$ cat config.mk
export PLATFORM = sky130hd
export DESIGN_NAME = multicycle_controller
export DESIGN_NICKNAME = d
export VERILOG_FILES = /design/src/rtl/multicycle_controller.sv
export SDC_FILE = /design/constraint.sdc
export NUM_CORES = 1
export LEC_CHECK = 0
export BUFFER_PORTS_ARGS = -buffer_cell sky130_fd_sc_hd__buf_2
export CAP_MARGIN = 10
export CORE_MARGIN = 3
export CORE_UTILIZATION = 38
export DETAILED_ROUTE_END_ITERATION = 8
export GPL_ROUTABILITY_DRIVEN = 0
export PLACE_DENSITY = 0.74
export SYNTH_ARGS = -nofsm -noshare
export SYNTH_HDL_FRONTEND = slang
export SYNTH_SLANG_ARGS = --single-unit
$ cat constraint.sdc
create_clock -name clk -period 1.4 [get_ports clk]
set_clock_uncertainty 0.1 [all_clocks]
set_input_delay 0.07 -clock clk [delete_from_list [all_inputs] [get_ports clk]]
set_output_delay 0.07 -clock clk [all_outputs]
set_load 0.1 [all_outputs]
$ cat src/rtl/multicycle_controller.sv
// Main control FSM of the multicycle MIPS core: sequences fetch/decode/execute/writeback,
// selects the immediate extension mode and stalls on the memory-ready handshake.
module multicycle_controller #(
    parameter int OP_W     = 6,
    parameter int STATE_W  = 4,
    parameter int MEM_WAIT = 1
) (
    input  logic               clk,
    input  logic               reset_n,
    input  logic [OP_W-1:0]    op,
    input  logic [OP_W-1:0]    funct,
    input  logic               zero,
    input  logic               mem_ready,
    output logic               iord,
    output logic               mem_write,
    output logic               ir_write,
    output logic               reg_dst,
    output logic               mem_to_reg,
    output logic               reg_write,
    output logic               alu_src_a,
    output logic [1:0]         alu_src_b,
    output logic [2:0]         alu_control,
    output logic [1:0]         pc_src,
    output logic               pc_en,
    output logic               ext_zero,
    output logic               illegal_op,
    output logic [STATE_W-1:0] state_o
);

    localparam logic [STATE_W-1:0] S_FETCH   = STATE_W'(0);
    localparam logic [STATE_W-1:0] S_DECODE  = STATE_W'(1);
    localparam logic [STATE_W-1:0] S_MEMADR  = STATE_W'(2);
    localparam logic [STATE_W-1:0] S_MEMRD   = STATE_W'(3);
    localparam logic [STATE_W-1:0] S_MEMWB   = STATE_W'(4);
    localparam logic [STATE_W-1:0] S_MEMWR   = STATE_W'(5);
    localparam logic [STATE_W-1:0] S_EXECUTE = STATE_W'(6);
    localparam logic [STATE_W-1:0] S_ALUWB   = STATE_W'(7);
    localparam logic [STATE_W-1:0] S_BRANCH  = STATE_W'(8);
    localparam logic [STATE_W-1:0] S_IEXEC   = STATE_W'(9);
    localparam logic [STATE_W-1:0] S_IWB     = STATE_W'(10);
    localparam logic [STATE_W-1:0] S_JUMP    = STATE_W'(11);

    localparam logic [OP_W-1:0] OP_RTYPE = OP_W'(6'b000000);
    localparam logic [OP_W-1:0] OP_LW    = OP_W'(6'b100011);
    localparam logic [OP_W-1:0] OP_SW    = OP_W'(6'b101011);
    localparam logic [OP_W-1:0] OP_BEQ   = OP_W'(6'b000100);
    localparam logic [OP_W-1:0] OP_ADDI  = OP_W'(6'b001000);
    localparam logic [OP_W-1:0] OP_ANDI  = OP_W'(6'b001100);
    localparam logic [OP_W-1:0] OP_ORI   = OP_W'(6'b001101);
    localparam logic [OP_W-1:0] OP_J     = OP_W'(6'b000010);

    localparam logic [OP_W-1:0] FN_ADD = OP_W'(6'b100000);
    localparam logic [OP_W-1:0] FN_SUB = OP_W'(6'b100010);
    localparam logic [OP_W-1:0] FN_AND = OP_W'(6'b100100);
    localparam logic [OP_W-1:0] FN_OR  = OP_W'(6'b100101);
    localparam logic [OP_W-1:0] FN_SLT = OP_W'(6'b101010);

    localparam logic [2:0] ALU_ADD = 3'b010;
    localparam logic [2:0] ALU_SUB = 3'b110;
    localparam logic [2:0] ALU_AND = 3'b000;
    localparam logic [2:0] ALU_OR  = 3'b001;
    localparam logic [2:0] ALU_SLT = 3'b111;

    logic [STATE_W-1:0] state_reg;
    logic [STATE_W-1:0] state_next;
    logic               rdy;
    logic               funct_ok;
    logic [2:0]         funct_alu;
    logic               op_ok;
    logic               imm_zext;
    logic [2:0]         imm_alu;

    assign rdy     = (MEM_WAIT != 0) ? mem_ready : 1'b1;
    assign state_o = state_reg;

    // Instruction-field decode shared by next-state and output logic.
    always_comb begin
        funct_ok  = 1'b1;
        funct_alu = ALU_ADD;
        case (funct)
            FN_ADD:  funct_alu = ALU_ADD;
            FN_SUB:  funct_alu = ALU_SUB;
            FN_AND:  funct_alu = ALU_AND;
            FN_OR:   funct_alu = ALU_OR;
            FN_SLT:  funct_alu = ALU_SLT;
            default: funct_ok  = 1'b0;
        endcase
    end

    always_comb begin
        imm_zext = 1'b0;
        imm_alu  = ALU_ADD;
        case (op)
            OP_ANDI: begin
                imm_zext = 1'b1;
                imm_alu  = ALU_AND;
            end
            OP_ORI: begin
                imm_zext = 1'b1;
                imm_alu  = ALU_OR;
            end
            default: ;
        endcase
    end

    always_comb begin
        op_ok = 1'b0;
        case (op)
            OP_LW, OP_SW, OP_RTYPE, OP_BEQ, OP_ADDI, OP_ANDI, OP_ORI, OP_J: op_ok = 1'b1;
            default: op_ok = 1'b0;
        endcase
    end

    always_ff @(posedge clk or negedge reset_n) begin
        if (!reset_n) begin
            state_reg <= S_FETCH;
        end else begin
            state_reg <= state_next;
        end
    end

    always_comb begin
        state_next = S_FETCH;
        case (state_reg)
            S_FETCH:   state_next = rdy ? S_DECODE : S_FETCH;
            S_DECODE: begin
                case (op)
                    OP_LW, OP_SW:               state_next = S_MEMADR;
                    OP_RTYPE:                   state_next = S_EXECUTE;
                    OP_BEQ:                     state_next = S_BRANCH;
                    OP_ADDI, OP_ANDI, OP_ORI:   state_next = S_IEXEC;
                    OP_J:                       state_next = S_JUMP;
                    default:                    state_next = S_FETCH;
                endcase
            end
            S_MEMADR:  state_next = (op == OP_LW) ? S_MEMRD : S_MEMWR;
            S_MEMRD:   state_next = rdy ? S_MEMWB : S_MEMRD;
            S_MEMWB:   state_next = S_FETCH;
            S_MEMWR:   state_next = rdy ? S_FETCH : S_MEMWR;
            S_EXECUTE: state_next = funct_ok ? S_ALUWB : S_FETCH;
            S_ALUWB:   state_next = S_FETCH;
            S_BRANCH:  state_next = S_FETCH;
            S_IEXEC:   state_next = S_IWB;
            S_IWB:     state_next = S_FETCH;
            S_JUMP:    state_next = S_FETCH;
            default:   state_next = S_FETCH;
        endcase
    end

    // Outputs follow the state register; only the documented fields look at inputs.
    always_comb begin
        iord        = 1'b0;
        mem_write   = 1'b0;
        ir_write    = 1'b0;
        reg_dst     = 1'b0;
        mem_to_reg  = 1'b0;
        reg_write   = 1'b0;
        alu_src_a   = 1'b0;
        alu_src_b   = 2'b00;
        alu_control = 3'b000;
        pc_src      = 2'b00;
        pc_en       = 1'b0;
        ext_zero    = 1'b0;
        illegal_op  = 1'b0;
        case (state_reg)
            S_FETCH: begin
                alu_src_b   = 2'b01;
                alu_control = ALU_ADD;
                ir_write    = rdy;
                pc_en       = rdy;
            end
            S_DECODE: begin
                alu_src_b   = 2'b11;
                alu_control = ALU_ADD;
                illegal_op  = !op_ok;
            end
            S_MEMADR: begin
                alu_src_a   = 1'b1;
                alu_src_b   = 2'b10;
                alu_control = ALU_ADD;
            end
            S_MEMRD: begin
                iord = 1'b1;
            end
            S_MEMWB: begin
                mem_to_reg = 1'b1;
                reg_write  = 1'b1;
            end
            S_MEMWR: begin
                iord      = 1'b1;
                mem_write = 1'b1;
            end
            S_EXECUTE: begin
                alu_src_a   = 1'b1;
                alu_control = funct_alu;
                illegal_op  = !funct_ok;
            end
            S_ALUWB: begin
                reg_dst   = 1'b1;
                reg_write = 1'b1;
            end
            S_BRANCH: begin
                alu_src_a   = 1'b1;
                alu_control = ALU_SUB;
                pc_src      = 2'b01;
                pc_en       = zero;
            end
            S_IEXEC: begin
                alu_src_a   = 1'b1;
                alu_src_b   = 2'b10;
                alu_control = imm_alu;
                ext_zero    = imm_zext;
            end
            S_IWB: begin
                reg_write = 1'b1;
                ext_zero  = imm_zext;
            end
            S_JUMP: begin
                pc_src = 2'b10;
                pc_en  = 1'b1;
            end
            default: ;
        endcase
    end

endmodule

==> results.py, run 1 <==
metrics = {
    "synthesis": {
        "synth.largest_area_cell": "dfrtp_1",
        "synth_cell_types": 37,
        "syn_avg_cell_area_um2": 6.62,
        "ys_seq_area_share_pct": 15.6,
        "yosys_warnings": 0,
        "synth_area_um2": 642,
        "yosys.area.top_type_share_pct": 15.6,
        "synth_most_common_cell": "nor2_1",
        "netlist_instances": 97,
        "synthFlopType": "dfrtp_1",
        "synth_edf_count": 0,
        "synth.top_cells.by_area": "dfrtp_1 (16%), nor2_1 (5.8%), nor2b_1 (5.8%), nand2b_1 (4.9%), o21ai_0 (4.7%)",
        "postSynthRegisterBits": 4,
        "synth_commonest_cells": "nor2_1 (10), nand2_1 (8), nor2b_1 (6), o21ai_0 (6)",
        "synth.net_count": 113,
        "ys_async_sr_fraction_pct": 100,
    },
    "floorplan": {
        "pin_count": 37,
        "die_w_um": 47.1,
        "core.rowCount": 14,
        "initial_utilization_pct": 41.6,
        "die_y_um": 47.1,
    },
    "run_status": {
        "status": "stopped before the end",
        "firstError": "[ERROR DPL-0038] Utilization greater than 100%, impossible to legalize",
        "stop_stage": "3_5_place_dp",
    },
    "placement": {
        "portBuffers": 36,
    },
}
## cell families after synthesis
group	after synthesis	share of synthesized area [%]
simple gates	58	49.3
compound gates	26	27.5
buf+inv	8	6.24
flops	4	15.6
xor+xnor	1	1.36
## metrics by stage
step           setup TNS (ps)  instance area (um^2)  hold WS, ps
3_3_place_gp             -917                  1620         -219
2_1_floorplan          -11000                   870         -326
==> run 2, diff against run 1 <==
- CORE_AREA: not set -> 3 3 64 66
- CORE_MARGIN: 3 -> not set
- CORE_UTILIZATION: 38 -> not set
- DIE_AREA: not set -> 0 0 67 69
- PLACE_DENSITY: 0.74 -> not set
- PLACE_DENSITY_LB_ADDON: not set -> 0.15
- clock period: 1.4 -> 1.8 ns (I/O delays scaled with it)
==> run 2 against run 1 <==
Effect of this change: the flow now finishes without violations; synthesized area is the same; synthesized cell count is the same.
==> results.py, run 2 <==
metrics = {
    "run_status": {
        "status": "finished clean",
    },
    "synthesis": {
        "synth_commonest_cells": "nor2_1 (10), nand2_1 (8), nor2b_1 (6), o21ai_0 (6)",
        "synthFlopType": "dfrtp_1",
        "synth.top_cells.by_area": "dfrtp_1 (16%), nor2_1 (5.8%), nor2b_1 (5.8%), nand2b_1 (4.9%), o21ai_0 (4.7%)",
        "synth_most_common_cell": "nor2_1",
        "ys_async_sr_fraction_pct": 100,
        "netlist_instances": 97,
        "postSynthRegisterBits": 4,
        "synth_cell_types": 37,
        "synth_edf_count": 0,
        "yosys_warnings": 0,
        "synth_area_um2": 642,
        "yosys.area.top_type_share_pct": 15.6,
        "synth.net_count": 113,
        "synth.largest_area_cell": "dfrtp_1",
        "ys_seq_area_share_pct": 15.6,
        "syn_avg_cell_area_um2": 6.62,
    },
    "critical_path": {
        "cp_num_buf_inv": 1,
        "worst_setup_path_start_kind": "flip-flop",
        "criticalPathCategory": "reg -> out",
        "cp_top_family": "flip-flops",
        "timing.rr.start": "state_o[0]$_DFF_PN0_",
        "crit_chain": "nand2b_1 -> or2_4 -> a21oi_4 -> buf_12",
        "crit_start": "state_o[3]$_DFF_PN0_",
        "slowest_stage": "dfrtp_4",
        "max_stage_delay_ps": 520,
        "cp.required_ps": 1610,
        "worstSetupEndpointType": "output port",
        "critPathArrivalTime_ps": 1550,
        "crit_path_max_fanout": 8,
    },
    "global_route": {
        "grt.total_usage_pct": 10.8,
        "grt_pass1_vias": 871,
        "grt_max_degree": 16,
        "grt_antenna_before_repair": 0,
        "grt_overflow": 0,
        "grt_pass1_wl_um": 4060,
    },
    "job": {
        "maxCapViolCount": 0,
    },
    "route": {
        "wirelength_um": 2550,
        "drt-met1-wl_um": 1160,
        "ant_nets": 0,
        "first_pass_iters": 4,
        "num_vias": 904,
        "drc_errors": 0,
        "wl_met3_um": 109,
        "via_per_inst": 4.61,
        "wl_per_cell_um": 13.0,
        "drtIter0Drc": 18,
        "met2WireLength_um": 1290,
        "routed.top_layer": "met3",
    },
    "placement": {
        "dp.cells": 178,
        "place_hpwl_um": 1990,
        "portBuffers": 36,
        "place_ws_ps": 127,
    },
    "power_and_ir_drop": {
        "p_leak_uw": 0.000589,
        "ir_worst_vdd_v": 0.000354,
        "p_per_area_nw_per_um2": 834,
    },
    "cells_and_area": {
        "syn2layout_area_growth_pct": 134,
        "fin_util_pct": 41.4,
        "final_cells": 196,
        "fin_nets": 166,
        "antennaDiodeCount": 0,
        "largest_reg_flops": 4,
        "final_common_cell": "buf_2",
        "final_cell_mix": "buf_2 (20), buf_12 (17), buf_4 (16)",
        "layout-drive-gt1-share_pct": 61.5,
    },
    "clocking": {
        "insertion_delay_ps": 210,
        "root_buffer": "clkbuf_8",
        "htree_levels": 1,
        "clkTransAtPathRegs_ps": 30,
        "clock-sinks": 4,
        "clk_path_buf_depth": 2,
        "numCtsBuffers": 3,
        "cts_tree": "done",
    },
    "floorplan": {
        "core.rowCount": 22,
        "core_um2": 3630,
        "die_w_um": 67,
        "initial_utilization_pct": 17.7,
        "die_y_um": 69,
        "pin_count": 37,
        "die_area_um2": 4620,
    },
    "sta": {
        "clock.fmax_mhz": 575,
        "timing.final.hold_violations": 0,
        "slew_violations": 0,
        "post-route-worst-setup-slack_ps": 61.2,
        "rsz0062_at_grt": "false",
        "final.period_utilization_pct": 96.6,
        "finalSetupTns_ps": 0,
        "slew_headroom_pct": 67.6,
        "fin_crit_ps": 1740,
        "setup_violations": 0,
        "worst_pin_slew_ps": 490,
    },
    "min_path": {
        "hold_path.class": "in -> async",
    },
}
## run 2: cell counts after synthesis
No cell type changed its count.
## run 2: power by group
part	internal [uW]	switching, uW	total, uW
Combinational	338	597	934
Clock	142	40.6	183
Sequential	108	27.9	136
## run 2: repair_timing
action,4_1_cts,5_1_grt
endpoints found under the setup margin,5,7
resized for setup,3,3
endpoints found under the hold margin,4,0
setup buffers,6,8
pin swaps,1,2
hold buffers,1,0
## run 2: worst reg2reg max path, delay by kind of cell, from the launching register on
kind | cells | cell delay [ps]
AO/OA/AOI/OAI | 2 | 220
AND/OR/NAND/NOR | 2 | 570
flip-flops | 1 | 520
## run 2: layer usage
layer  global-route usage (%)  vias up
met5                        0        -
met4                     2.70        0
met3                     1.30        0
met2                     18.2       22
met1                     14.3      413
li1                         -      469
## run 2: final timing paths
check                                  endpoint  slack (ps)  cells after the start
max                                alu_src_b[1]          60                      4
min                        state_o[0]$_DFF_PN0_         110                      2
max reg2reg                state_o[1]$_DFF_PN0_         290                      4
min reg2reg                state_o[1]$_DFF_PN0_         600                      2
max in group asynchronous  state_o[2]$_DFF_PN0_        1360                      2
min in group clk           state_o[0]$_DFF_PN0_         130                      3
## run 2: per-stage QoR
step                total power [uW]  cell area (um^2)  hold WS [ps]
finish                          1250              1500           109
global route                    1310              1500           133
CTS                             1220              1440           111
detailed placement              1010              1340          -201
global placement                1010              1340          -201
floorplan                        751               863          -306
## run 2: cell families (layout without fill, tap and decap cells)
group                  after synthesis  after routing  share of synthesized area [%]
flip-flops                           4              4                           15.6
buffers and inverters                8             59                           6.24
AO/OA/AOI/OAI                       26             26                           27.5
AND/OR/NAND/NOR                     58             58                           49.3
XOR/XNOR                             1              1                           1.36
## run 2: cell type report
cell class                 instances  area (um^2)
fill                             369         2130
multi-input combinational         85          704
timing repair buffer              55          578
sequential                         4          115
tap                               48         60.1
clock buffer                       3         41.3
inverter                           1         3.75
(Power assumes the default switching activity.)
==> run 3, diff against run 2 <==
- clock period: 1.8 -> 2.12 ns (I/O delays scaled with it)
==> run 3 against run 2 <==
Effect of this change: register-to-register slack improved by 240 ps; critical endpoint is now pc_en; worst hold slack improved by 14 ps; combinational power fell by 37%; highest routed layer is now met4; count of clock-buffer cells in the layout did not move; final area fell by 25%; first-iteration DRC count fell by 11%; setup slack improved by 43 ps; largest power group unchanged; wire length fell by 8.5%.
==> results.py, run 3 (same netlist as run 2, synthesis figures left out) <==
metrics = {
    "global_route": {
        "grt.met3_usage_pct": 1.14,
        "grt.total_usage_pct": 10.4,
        "grt_pass1_wl_um": 3880,
        "grt_pass1_vias": 825,
        "grt_overflow": 0,
        "grt_antenna_before_repair": 0,
        "grt_max_degree": 21,
        "top_usage_layer": "met2",
        "use_met2_pct": 15.4,
        "use_met1_pct": 14.6,
    },
    "power_and_ir_drop": {
        "p_leak_uw": 0.000440,
        "p_per_area_nw_per_um2": 802,
        "p_total_uw": 899,
        "swShare_pct": 59.1,
        "clockPowerShare_pct": 17.7,
        "p_int_uw": 368,
        "power_switching_uw": 531,
        "seq_power_share_pct": 16.7,
        "p_comb_share_pct": 65.5,
        "ir_worst_vdd_v": 0.000318,
    },
    "sta": {
        "rsz0062_at_grt": "false",
        "setup_violations": 0,
        "slew_headroom_pct": 67.1,
        "holdWs_ps": 124,
        "post-route-worst-setup-slack_ps": 104,
        "fin_crit_ps": 2020,
        "worst_pin_slew_ps": 497,
        "clock.fmax_mhz": 496,
        "timing.final.hold_violations": 0,
        "final.period_utilization_pct": 95.1,
        "slew_violations": 0,
    },
    "floorplan": {
        "die_y_um": 69,
        "core_um2": 3630,
        "die_w_um": 67,
        "pin_count": 37,
        "core.rowCount": 22,
        "die_area_um2": 4620,
        "initial_utilization_pct": 17.7,
    },
    "critical_path": {
        "cp_num_buf_inv": 1,
        "timing.rr.start": "state_o[0]$_DFF_PN0_",
        "r2r_slack_ps": 530,
        "crit_start": "state_o[2]$_DFF_PN0_",
        "rr_endpoint": "state_o[2]$_DFF_PN0_",
        "cp_num_cells": 5,
        "cp-endpoint": "pc_en",
        "ff2ff_path_depth": 4,
        "critPathArrivalTime_ps": 1810,
        "cp_top_family": "flip-flops",
        "crit_chain": "nor2_4 -> nand2_2 -> nor3_4 -> a211o_4 -> buf_2",
        "worstSetupEndpointType": "output port",
        "cp.required_ps": 1910,
        "criticalPathCategory": "reg -> out",
        "slowest_stage": "dfrtp_4",
        "max_stage_delay_ps": 570,
        "worst_setup_path_start_kind": "flip-flop",
        "crit_path_max_fanout": 14,
    },
    "placement": {
        "dp.cells": 174,
        "place_ws_ps": 307,
        "portBuffers": 36,
        "place_hpwl_um": 1860,
    },
    "route": {
        "first_pass_iters": 4,
        "wl_per_cell_um": 13.1,
        "num_vias": 832,
        "drtIter0Drc": 16,
        "via_per_inst": 4.67,
        "ant_nets": 0,
        "wirelength_um": 2340,
        "drc_errors": 0,
    },
    "cells_and_area": {
        "final_common_cell": "buf_2",
        "layout-drive-gt1-share_pct": 51.5,
        "fillCellCount": 412,
        "final-seq-area_um2": 115,
        "final_cell_mix": "buf_2 (33), nand2_1 (7), nor2_1 (6)",
        "syn2layout_area_growth_pct": 74.7,
        "multi_input_area_um2": 666,
        "final_cells": 178,
        "largest_reg_flops": 4,
        "fin_nets": 148,
        "antennaDiodeCount": 0,
    },
    "min_path": {
        "hold_path.class": "in -> reg",
    },
    "clocking": {
        "clock-sinks": 4,
        "root_buffer": "clkbuf_8",
        "cts_tree": "done",
        "numCtsBuffers": 3,
        "insertion_delay_ps": 220,
        "htree_levels": 1,
        "clkTransAtPathRegs_ps": 30,
        "clk_path_buf_depth": 2,
    },
    "run_status": {
        "status": "finished clean",
    },
    "job": {
        "maxCapViolCount": 0,
    },
}
-- run 3: how the worst min path moves through the flow --
| stage | cells past startpoint | to | from | slack [ps] |
|---|---|---|---|---|
| after floorplan | 0 | state_o[0]$_DFF_PN0_ | reset_n | -290 |
| after global placement | 1 | state_o[0]$_DFF_PN0_ | reset_n | -190 |
| after detailed placement | 1 | state_o[0]$_DFF_PN0_ | reset_n | -180 |
| after CTS | 2 | state_o[3]$_DFF_PN0_ | reset_n | 120 |
| after global routing | 3 | state_o[0]$_DFF_PN0_ | mem_ready | 140 |
| final | 3 | state_o[0]$_DFF_PN0_ | mem_ready | 120 |
-- run 3: power by group through the flow --
stage	logic [uW]	registers, uW	clock network, uW
final	589	150	159
after global routing	614	156	174
after CTS	595	152	163
after detailed placement	592	153	0
after global placement	591	152	0
after floorplan	462	165	0
-- run 3: worst register-to-register path: stages, from the launching register on --
cell and delay, ps:
dfrtp_4 580, nor4_1 350, or2b_1 260, nand3_1 80
nand3_1 80
-- run 3: area by class of cell --
class,count,share of cell area [%]
Tap cell,48,5.36
Sequential cell,4,10.3
Inverter,1,0.335
Multi-Input combinational cell,85,59.4
Clock buffer,3,3.68
Timing Repair Buffer,37,21.0
-- run 3: timing repair --
action | CTS | global route
hold buffers | 1 | 0
buffers inserted | 0 | 0
gates resized for setup | 0 | 0
hold endpoints to repair | 4 | 0
-- run 3: layer usage --
| metal | wire, um | vias to the layer above |
|---|---|---|
| li1 | - | 428 |
| met1 | 1110 | 370 |
| met2 | 1050 | 30 |
| met3 | 132 | 4 |
| met4 | 38 | 0 |
| met5 | 0 | - |
-- run 3: per-stage QoR --
step | util, % | instance area, um^2 | setup TNS [ps]
after floorplan | - | 835 | -871
after global placement | 29.4 | 1070 | 0
after detailed placement | 29.4 | 1070 | 0
after CTS | 30.9 | 1120 | 0
after global routing | 30.9 | 1120 | 0
final | 30.9 | 1120 | 0
